File: src/rtl/hazard_ctrl.sv
// hazard_ctrl: central stall/flush controller for the 5-stage in-order RV32 pipeline.
// Define HAZARD_CTRL_PERF_EN to add the perf_stall_cycles / perf_flush_events counters.
module hazard_ctrl #(
   parameter int MC_MAX_CYCLES = 34
) (
   input  logic        clk,
   input  logic        reset,
   input  logic [4:0]  id_rs1,
   input  logic [4:0]  id_rs2,
   input  logic        id_rs1_used,
   input  logic        id_rs2_used,
   input  logic        ex_valid,
   input  logic [4:0]  ex_rd,
   input  logic        ex_mem_read,
   input  logic        ex_redirect,
   input  logic        ex_mc_start,
   input  logic        mc_done,
   input  logic        imem_ready,
   input  logic        mem_req,
   input  logic        dmem_ready,
   output logic        pc_en,
   output logic        stall_ifid,
   output logic        stall_idex,
   output logic        stall_exmem,
   output logic        stall_memwb,
   output logic        flush_ifid,
   output logic        flush_idex,
   output logic        flush_exmem,
   output logic        flush_memwb,
   output logic        mc_timeout,
`ifdef HAZARD_CTRL_PERF_EN
   output logic [31:0] perf_stall_cycles,
   output logic [31:0] perf_flush_events,
`endif
   output logic [1:0]  state
);

   typedef enum logic [1:0] {
      RUN      = 2'd0,
      MC_WAIT  = 2'd1,
      MEM_WAIT = 2'd2
   } state_t;

   // Counter value seen in the last allowed cycle; the start cycle counts as 1.
   localparam logic [7:0] WD_LIMIT = 8'(MC_MAX_CYCLES - 1);

   state_t      r_state;
   state_t      w_state_nxt;
   logic        r_mc_pend;
   logic        r_done_pend;
   logic        r_timeout;
   logic [7:0]  r_wd_cnt;

   logic        w_mem_stall;
   logic        w_load_use;
   logic        w_rs1_hit;
   logic        w_rs2_hit;
   logic        w_in_run;
   logic        w_redirect;
   logic        w_done_any;
   logic        w_wd_expire;
   logic        w_release;
   logic        w_mc_start_hold;
   logic        w_mc_enter;
   logic        w_mc_hold;

   // Hazard detection
   assign w_mem_stall = mem_req & ~dmem_ready;
   assign w_rs1_hit   = id_rs1_used & (id_rs1 == ex_rd);
   assign w_rs2_hit   = id_rs2_used & (id_rs2 == ex_rd);
   assign w_load_use  = ex_valid & ex_mem_read & (ex_rd != 5'd0) & (w_rs1_hit | w_rs2_hit);
   assign w_in_run    = (r_state == RUN);
   assign w_redirect  = ex_redirect & ~ex_mc_start;

   // Multi-cycle tracking: r_mc_pend covers both MC_WAIT and a MEM_WAIT that interrupted it.
   assign w_done_any      = mc_done | r_done_pend;
   assign w_wd_expire     = r_mc_pend & (r_wd_cnt >= WD_LIMIT);
   assign w_release       = r_mc_pend & ~w_mem_stall & (w_done_any | w_wd_expire);
   assign w_mc_start_hold = w_in_run & ex_mc_start & ~mc_done;
   assign w_mc_enter      = w_mc_start_hold & ~w_mem_stall;
   assign w_mc_hold       = w_mc_start_hold | (r_mc_pend & ~w_release);

   always_comb begin
      w_state_nxt = r_state;
      case (r_state)
         RUN: begin
            if (w_mem_stall) begin
               w_state_nxt = MEM_WAIT;
            end else if (w_mc_start_hold) begin
               w_state_nxt = MC_WAIT;
            end
         end
         MC_WAIT: begin
            if (w_mem_stall) begin
               w_state_nxt = MEM_WAIT;
            end else if (w_release) begin
               w_state_nxt = RUN;
            end
         end
         MEM_WAIT: begin
            if (!w_mem_stall) begin
               w_state_nxt = (r_mc_pend & ~w_release) ? MC_WAIT : RUN;
            end
         end
         default: w_state_nxt = RUN;
      endcase
   end

   always_ff @(posedge clk) begin
      if (reset) begin
         r_state     <= RUN;
         r_mc_pend   <= 1'b0;
         r_done_pend <= 1'b0;
         r_wd_cnt    <= 8'd0;
         r_timeout   <= 1'b0;
      end else begin
         r_state <= w_state_nxt;

         if (w_release) begin
            r_mc_pend <= 1'b0;
         end else if (w_mc_enter) begin
            r_mc_pend <= 1'b1;
         end

         if (w_release) begin
            r_done_pend <= 1'b0;
         end else if (mc_done & w_mem_stall & r_mc_pend) begin
            r_done_pend <= 1'b1;
         end

         // Saturates so a long memory stall cannot wrap past the limit.
         if (w_release | ~r_mc_pend) begin
            r_wd_cnt <= w_mc_enter ? 8'd1 : 8'd0;
         end else if (r_wd_cnt != 8'hFF) begin
            r_wd_cnt <= r_wd_cnt + 8'd1;
         end

         if (w_release & ~w_done_any) begin
            r_timeout <= 1'b1;
         end
      end
   end

   // Priority-ordered Mealy outputs
   always_comb begin
      pc_en       = 1'b0;
      stall_ifid  = 1'b0;
      stall_idex  = 1'b0;
      stall_exmem = 1'b0;
      stall_memwb = 1'b0;
      flush_ifid  = 1'b0;
      flush_idex  = 1'b0;
      flush_exmem = 1'b0;
      flush_memwb = 1'b0;
      if (reset) begin
         flush_ifid  = 1'b1;
         flush_idex  = 1'b1;
         flush_exmem = 1'b1;
         flush_memwb = 1'b1;
      end else if (w_mem_stall) begin
         stall_ifid  = 1'b1;
         stall_idex  = 1'b1;
         stall_exmem = 1'b1;
         stall_memwb = 1'b1;
      end else if (w_mc_hold) begin
         stall_ifid  = 1'b1;
         stall_idex  = 1'b1;
         flush_exmem = 1'b1;
      end else if (w_in_run & w_redirect) begin
         flush_ifid = 1'b1;
         flush_idex = 1'b1;
         pc_en      = 1'b1;
      end else if (w_in_run & w_load_use) begin
         stall_ifid = 1'b1;
         flush_idex = 1'b1;
      end else if (w_in_run & ~imem_ready) begin
         flush_ifid = 1'b1;
      end else begin
         pc_en = 1'b1;
      end
   end

   assign state      = reset ? RUN : r_state;
   assign mc_timeout = r_timeout & ~reset;

`ifdef HAZARD_CTRL_PERF_EN
   logic [31:0] r_perf_stall;
   logic [31:0] r_perf_flush;

   always_ff @(posedge clk) begin
      if (reset) begin
         r_perf_stall <= 32'd0;
         r_perf_flush <= 32'd0;
      end else begin
         if (!pc_en) begin
            r_perf_stall <= r_perf_stall + 32'd1;
         end
         if (flush_idex) begin
            r_perf_flush <= r_perf_flush + 32'd1;
         end
      end
   end

   assign perf_stall_cycles = r_perf_stall;
   assign perf_flush_events = r_perf_flush;
`endif

endmodule

File: config.mk
export PLATFORM = sky130hd
export DESIGN_NAME = hazard_ctrl
export DESIGN_NICKNAME = d
export VERILOG_FILES = /design/src/rtl/hazard_ctrl.sv
export SDC_FILE = /design/constraint.sdc
export NUM_CORES = 1
export LEC_CHECK = 0
export BUFFER_PORTS_ARGS = -buffer_cell sky130_fd_sc_hd__buf_2
export CELL_PAD_IN_SITES_DETAIL_PLACEMENT = 1
export CELL_PAD_IN_SITES_GLOBAL_PLACEMENT = 1
export CORE_MARGIN = 5
export CORE_UTILIZATION = 30
export DETAILED_ROUTE_END_ITERATION = 12
export GPL_TIMING_DRIVEN = 1
export PLACE_DENSITY_LB_ADDON = 0.12
export SETUP_SLACK_MARGIN = 0.05
export SYNTH_ARGS = -nofsm -noshare
export SYNTH_HDL_FRONTEND = slang
export SYNTH_SLANG_ARGS = --single-unit
File: constraint.sdc
create_clock -name clk -period 1.5 [get_ports clk]
set_input_delay 0 -clock clk [delete_from_list [all_inputs] [get_ports clk]]
set_output_delay 0 -clock clk [all_outputs]
set_load 0.01 [all_outputs]
==> impl_metrics.env, run 1 <==
export IMPL_ys_top_cells_by_area="dfxtp_1 27%, xor2_1 8.2%, nor2_1 6.6%"
export IMPL_crit_path_end_kind="flop"
export IMPL_routedWlPerCell_um=15.3
export IMPL_final_area_sq_um=1540
export IMPL_synth_area_leader_cell="dfxtp_1"
export IMPL_top_usage_layer="met2"
export IMPL_synth_xor_area_share=0.109
export IMPL_hold_path_class="primary input to flop"
export IMPL_drc=0
export IMPL_synth_top_family_by_area="simple AND/OR/NAND/NOR gates"
export IMPL_period_minus_slack_ns=1.97
export IMPL_status="finished with violations"
export IMPL_gp_congestion=0.747
export IMPL_synthSimpleGateAreaFrac=0.305
export IMPL_initial_core_util=0.313
export IMPL_crit_slowest_cell="dfxtp_2"
export IMPL_hold_viol_final=0
export IMPL_cts_buffers=3
export IMPL_worst_pin_slew_ns=0.434
export IMPL_diodes=0
export IMPL_yosysMostFrequentCell="nor2_1"
export IMPL_rsz0062_at_grt="yes"
export IMPL_crit_fanout=3
export IMPL_grt_usage=0.167
export IMPL_synth_mux_area_frac=0
export IMPL_ant_nets=0
export IMPL_synth_ff_type="dfxtp_1"
export IMPL_synth_compound_area_frac=0.226
export IMPL_route_vias_total=1153
export IMPL_die_y_um=66.7
export IMPL_hold_ws_ns=0.0795
export IMPL_cts_root_buf="clkbuf_4"
export IMPL_synth_common_cells="17 x nor2_1, 13 x dfxtp_1, 11 x nand3_1, 9 x xor2_1, 7 x a21oi_1"
export IMPL_worst_slack_ns=-0.467
export IMPL_cp_required_ns=1.71
export IMPL_grt_max_degree=18
export IMPL_post_route_util=0.501
export IMPL_violations="negative setup slack"
export IMPL_clk_pin_slew_worst_paths_ns=0.08
export IMPL_overflow=0
export IMPL_period_share=1.31
export IMPL_p_leak_nw=0.666
export IMPL_fp_dieW_um=66.7
export IMPL_port_buffers=38
export IMPL_fin_skew_ns=0.00443
export IMPL_clockBufferDepth=2
export IMPL_cts_max_level=1
export IMPL_dp_hpwl_um=2500
export IMPL_max_slew_margin=0.711
export IMPL_viasPerCell=5.08
export IMPL_synth_yosys_seq_area_share=0.270
export IMPL_cp_buffers_inverters=5
export IMPL_finalWirelength_um=3470
export IMPL_grt_pass1_vias=1211
export IMPL_p_per_area_nw_per_um2=552
export IMPL_postSynthAreaPerCell_sq_um=7.78
export IMPL_use_met2=0.308
export IMPL_detail_route_first_pass_iterations=4
export IMPL_setup_violations=17
export IMPL_grtUsageMet3=0.0455
export IMPL_area_growth_pct=59.8
export IMPL_cp_cell_sequence="inv_2, ha_4, nor4b_4, a21oi_2, buf_4, o31ai_4, buf_4, buf_6, buf_6, nand3_4, a21oi_2"
export IMPL_start_kind="flop"
export IMPL_crit_type="flop to flop"
export IMPL_syn_nets=154
export IMPL_met1_usage=0.191
export IMPL_clock_latency_ns=0.29
export IMPL_placed_area_sq_um=1310
export IMPL_dieArea_sq_um=4450
export IMPL_synth_cell_types=36
export IMPL_async_flop_share=0
export IMPL_antenna_found_initial=0
export IMPL_numClockSinks=13
export IMPL_synth_edf_count=0
export IMPL_yosys_area_share_adder=0.0389
export IMPL_yosys_warnings=0
export IMPL_grt_pass1_wl_um=5640
export IMPL_ir_drop_mv=0.289
export IMPL_rows=20
export IMPL_cts_tree="yes"
export IMPL_critical_path_top_delay_family="buffers and inverters"
export IMPL_fmax_mhz=508
export IMPL_critical_path_arrival_ns=2.18
export IMPL_first_iter_violations=52
export IMPL_synthCells=124
export IMPL_ios=39
export IMPL_synth_top_area_frac=0.270
export IMPL_slowest_delay_ns=0.33
export IMPL_maxCapViolations=0
export IMPL_final_nets=214
export IMPL_slew_violations=0
export IMPL_core_area_sq_um=3080
export IMPL_ys_ff_latch=13
export IMPL_synthesis_area_sq_um=965
export IMPL_drive_gt1_frac=0.525
[cells by family after synthesis]
group | after synthesis
simple gates | 56
compound gates | 29
flops | 13
xor+xnor | 12
buf+inv | 11
fa+ha+maj | 3
[state kept, by name (all words and copies together) (netlist names)]
name and count:
r_state 2, r_wd_cnt 8, r_timeout 1, r_mc_pend 1, r_done_pend 1
[repair_timing]
action                                  4_1_cts  5_1_grt
buffers inserted                              6        6
hold buffers                                  0        0
pin swaps                                    15       10
resized for setup                            20       11
endpoints found under the setup margin       16       17
cloned                                        0        0
[routing by layer]
layer	share of wire	up-vias	routed length (um)
met4	0.0061	0	21
met2	0.55	28	1890
met3	0.054	2	188
met5	0	-	0
met1	0.39	560	1360
li1	-	563	-
[final cells by class]
type,instances,area (sq um)
Sequential cell,13,263
Clock buffer,4,26.3
Inverter,4,15.0
Multi-Input combinational cell,100,777
Tap cell,44,55.1
Timing Repair Buffer,62,405
Fill cell,393,1540
[path summary, 6_finish.rpt]
| path | to | depth (start not counted) | slack, ns | startpoint |
|---|---|---|---|---|
| worst max-delay path | r_wd_cnt[0] | 11 | -0.47 | r_wd_cnt[1] |
| worst min register to register | r_timeout | 2 | 0.51 | r_timeout |
| worst min-delay path | r_timeout | 2 | 0.08 | reset |
| worst max register to register | r_wd_cnt[0] | 11 | -0.47 | r_wd_cnt[1] |
[stage by stage]
step	std cells	setup slack, ns	TNS, ns	total power (W)
global placement	213	-0.0805	-0.368	0.000570
global route	227	-0.574	-7.97	0.000910
detailed placement	213	-0.174	-1.40	0.000580
floorplan	124	-0.000857	-0.00171	0.000485
CTS	223	-0.442	-4.45	0.000847
finish	227	-0.467	-6.01	0.000851
[cell usage in the layout, fill, tap and decap left out, drive strengths merged, types with 2 or more instances in the layout]
cell / Yosys / final
buf: 3 / 62
nor2: 17 / 17
dfxtp: 13 / 13
nand3: 11 / 11
xor2: 9 / 9
a21oi: 8 / 8
o21ai: 5 / 5
nor3: 5 / 5
a211oi: 5 / 5
nor2b: 4 / 4
clkbuf: 4 / 4
inv: 4 / 4
nand2b: 3 / 3
xnor2: 3 / 3
and3: 3 / 3
nor4: 3 / 3
nand2: 3 / 3
ha: 3 / 3
or2: 2 / 2
a31oi: 2 / 2
[report_power, final]
part           switching [W]  internal, W
logic               0.000128     0.000130
clock network       0.000128     0.000104
registers         0.00000900     0.000352
total               0.000265     0.000586
Note: power is estimated with default switching activity, not from simulation.
==> inputs of run 2 (changes only) <==
--- a/config.mk
+++ b/config.mk
@@ -13,7 +13,6 @@
 export DETAILED_ROUTE_END_ITERATION = 12
 export GPL_TIMING_DRIVEN = 1
 export PLACE_DENSITY_LB_ADDON = 0.12
-export SETUP_SLACK_MARGIN = 0.05
 export SYNTH_ARGS = -nofsm -noshare
 export SYNTH_HDL_FRONTEND = slang
 export SYNTH_SLANG_ARGS = --single-unit
==> run 2 against run 1 <==
Net effect:
- the flow still finishes with violations (negative setup slack)
- largest power group unchanged
- core utilization is 0.12 points lower
- global-route usage is 0.64 points lower
- critical endpoint is now stall_ifid
- clock power is 7% higher
==> impl_metrics.env, run 2 (synthesized netlist as in run 1, its figures left out) <==
export IMPL_place_ws_ns=-0.186
export IMPL_period_share=1.32
export IMPL_worst_slack_ns=-0.485
export IMPL_ir_drop_mv=0.224
export IMPL_setup_violations=16
export IMPL_p_per_area_nw_per_um2=562
export IMPL_cts_root_buf="clkbuf_4"
export IMPL_viasPerCell=5.00
export IMPL_grt_usage=0.160
export IMPL_crit_slowest_cell="dfxtp_4"
export IMPL_drive_gt1_frac=0.503
export IMPL_core_area_sq_um=3080
export IMPL_crit_type="flop to output port"
export IMPL_rows=20
export IMPL_holdPathEnd="r_done_pend"
export IMPL_place_inst=217
export IMPL_numClockSinks=13
export IMPL_rsz0062_at_grt="yes"
export IMPL_detail_route_first_pass_iterations=4
export IMPL_clockBufferDepth=2
export IMPL_largest_register_ffs=8
export IMPL_final_cell_mix="36 x buf_2, 20 x buf_4, 13 x nor2_1"
export IMPL_max_slew_margin=0.718
export IMPL_dp_hpwl_um=2440
export IMPL_rr_endpoint="r_wd_cnt[0]"
export IMPL_cp_num_cells=8
export IMPL_worst_pin_slew_ns=0.423
export IMPL_reg_top3="r_wd_cnt: 8 flops, r_state: 2 flops"
export IMPL_start_kind="flop"
export IMPL_cts_tree="yes"
export IMPL_cp_required_ns=1.50
export IMPL_hold_viol_final=0
export IMPL_status="finished with violations"
export IMPL_cp_buffers_inverters=2
export IMPL_top_register="r_wd_cnt"
export IMPL_period_minus_slack_ns=1.99
export IMPL_cp_cell_sequence="inv_4, ha_4, nor4b_4, a21oi_2, o211ai_1, nor2b_4, o21bai_1, buf_2"
export IMPL_finalWirelength_um=3310
export IMPL_p_leak_nw=0.666
export IMPL_final_common_cell="buf_2"
export IMPL_nFillCells=386
export IMPL_post_route_util=0.500
export IMPL_crit_path_end_kind="output port"
export IMPL_drc=0
export IMPL_grt_pass1_wl_um=5450
export IMPL_hp_start="mc_done"
export IMPL_grt_pass1_vias=1227
export IMPL_diodes=0
export IMPL_crit_fanout=3
export IMPL_gp_congestion=0.779
export IMPL_die_y_um=66.7
export IMPL_rr_startpoint="r_wd_cnt[0]"
export IMPL_port_buffers=38
export IMPL_cts_buffers=3
export IMPL_area_growth_pct=59.4
export IMPL_routedWlPerCell_um=14.6
export IMPL_final_nets=214
export IMPL_critical_path_arrival_ns=1.99
export IMPL_critical_path_top_delay_family="compound AO/OA/AOI/OAI gates"
export IMPL_route_vias_total=1135
export IMPL_ios=39
export IMPL_ant_nets=0
export IMPL_first_iter_violations=46
export IMPL_antenna_found_initial=0
export IMPL_r2r_cells=11
export IMPL_multiInputGateArea_sq_um=774
export IMPL_clk_pin_slew_worst_paths_ns=0.09
export IMPL_slowest_delay_ns=0.38
export IMPL_dieArea_sq_um=4450
export IMPL_finalNonFillerCells=227
export IMPL_rrSetupSlack_ns=-0.36
export IMPL_fmax_mhz=504
export IMPL_overflow=0
export IMPL_clock_latency_ns=0.30
export IMPL_violations="negative setup slack"
export IMPL_holdPathStages=3
export IMPL_fp_dieW_um=66.7
export IMPL_hold_path_class="primary input to flop"
export IMPL_fin_skew_ns=0.00145
export IMPL_initial_core_util=0.313
export IMPL_slew_violations=0
export IMPL_cts_max_level=1
export IMPL_regArea_sq_um=265
export IMPL_grt_max_degree=10
export IMPL_maxCapViolations=0
run 2: cell types whose count changed in the layout (fill, tap and decap cells not counted), sizes merged:
cell,delta
buf,-1
dlygate4sd3,+1
run 2: area by class of cell:
type                    count  area share
multi-input cells         100       0.504
flip-flops and latches     13       0.172
repair buffers             62       0.258
inverters                   4      0.0130
well taps                  44      0.0358
clock buffers               4      0.0171
run 2: how the worst max path moves through the flow:
stage / slack, ns / startpoint / to
finish: -0.49 / r_wd_cnt[0] / stall_ifid
global route: -0.63 / r_wd_cnt[1] / stall_ifid
CTS: -0.47 / r_wd_cnt[0] / flush_ifid
detailed placement: -0.19 / r_wd_cnt[1] / flush_ifid
global placement: -0.07 / r_wd_cnt[0] / flush_ifid
floorplan: -0.001 / r_wd_cnt[0] / r_wd_cnt[6]
run 2: worst reg2reg max path, delay by kind of cell (launching register included):
kind            cells  cell delay, ns
buf+inv             5            0.57
compound gates      3            0.47
simple gates        2            0.28
flops               1            0.38
fa+ha+maj           1            0.11
run 2: metal layers:
metal  up-vias  global-route usage  part of all wire
li1        558                   -                 -
met1       545               0.176              0.39
met2        28               0.291              0.53
met3         4              0.0371             0.063
met4         0              0.0685             0.016
met5         -                   0                 0
run 2: what timing repair did:
action | 4_1_cts | 5_1_grt
endpoints found under the setup margin | 16 | 17
hold buffers | 1 | 0
gates resized for setup | 15 | 14
pin swaps | 14 | 7
buffers inserted | 4 | 3
gates cloned | 0 | 0
endpoints found under the hold margin | 1 | 0
run 2: metrics by stage:
stage | setup TNS, ns | hold slack [ns] | total power [W] | instance area (sq um)
2_1_floorplan | -0.00218 | 0.0277 | 0.000485 | 991
3_3_place_gp | -0.360 | 0.292 | 0.000573 | 1340
3_5_place_dp | -1.45 | 0.297 | 0.000580 | 1340
4_1_cts | -4.19 | 0.123 | 0.000841 | 1480
5_1_grt | -7.33 | 0.148 | 0.000898 | 1540
6_report | -5.25 | 0.135 | 0.000864 | 1540
run 2: power by group:
group | leakage, nW | switching [W] | total (W) | internal (W)
logic | 0.544 | 0.000124 | 0.000257 | 0.000133
registers | 0.107 | 0.00000856 | 0.000360 | 0.000351
clock network | 0.0150 | 0.000143 | 0.000247 | 0.000104
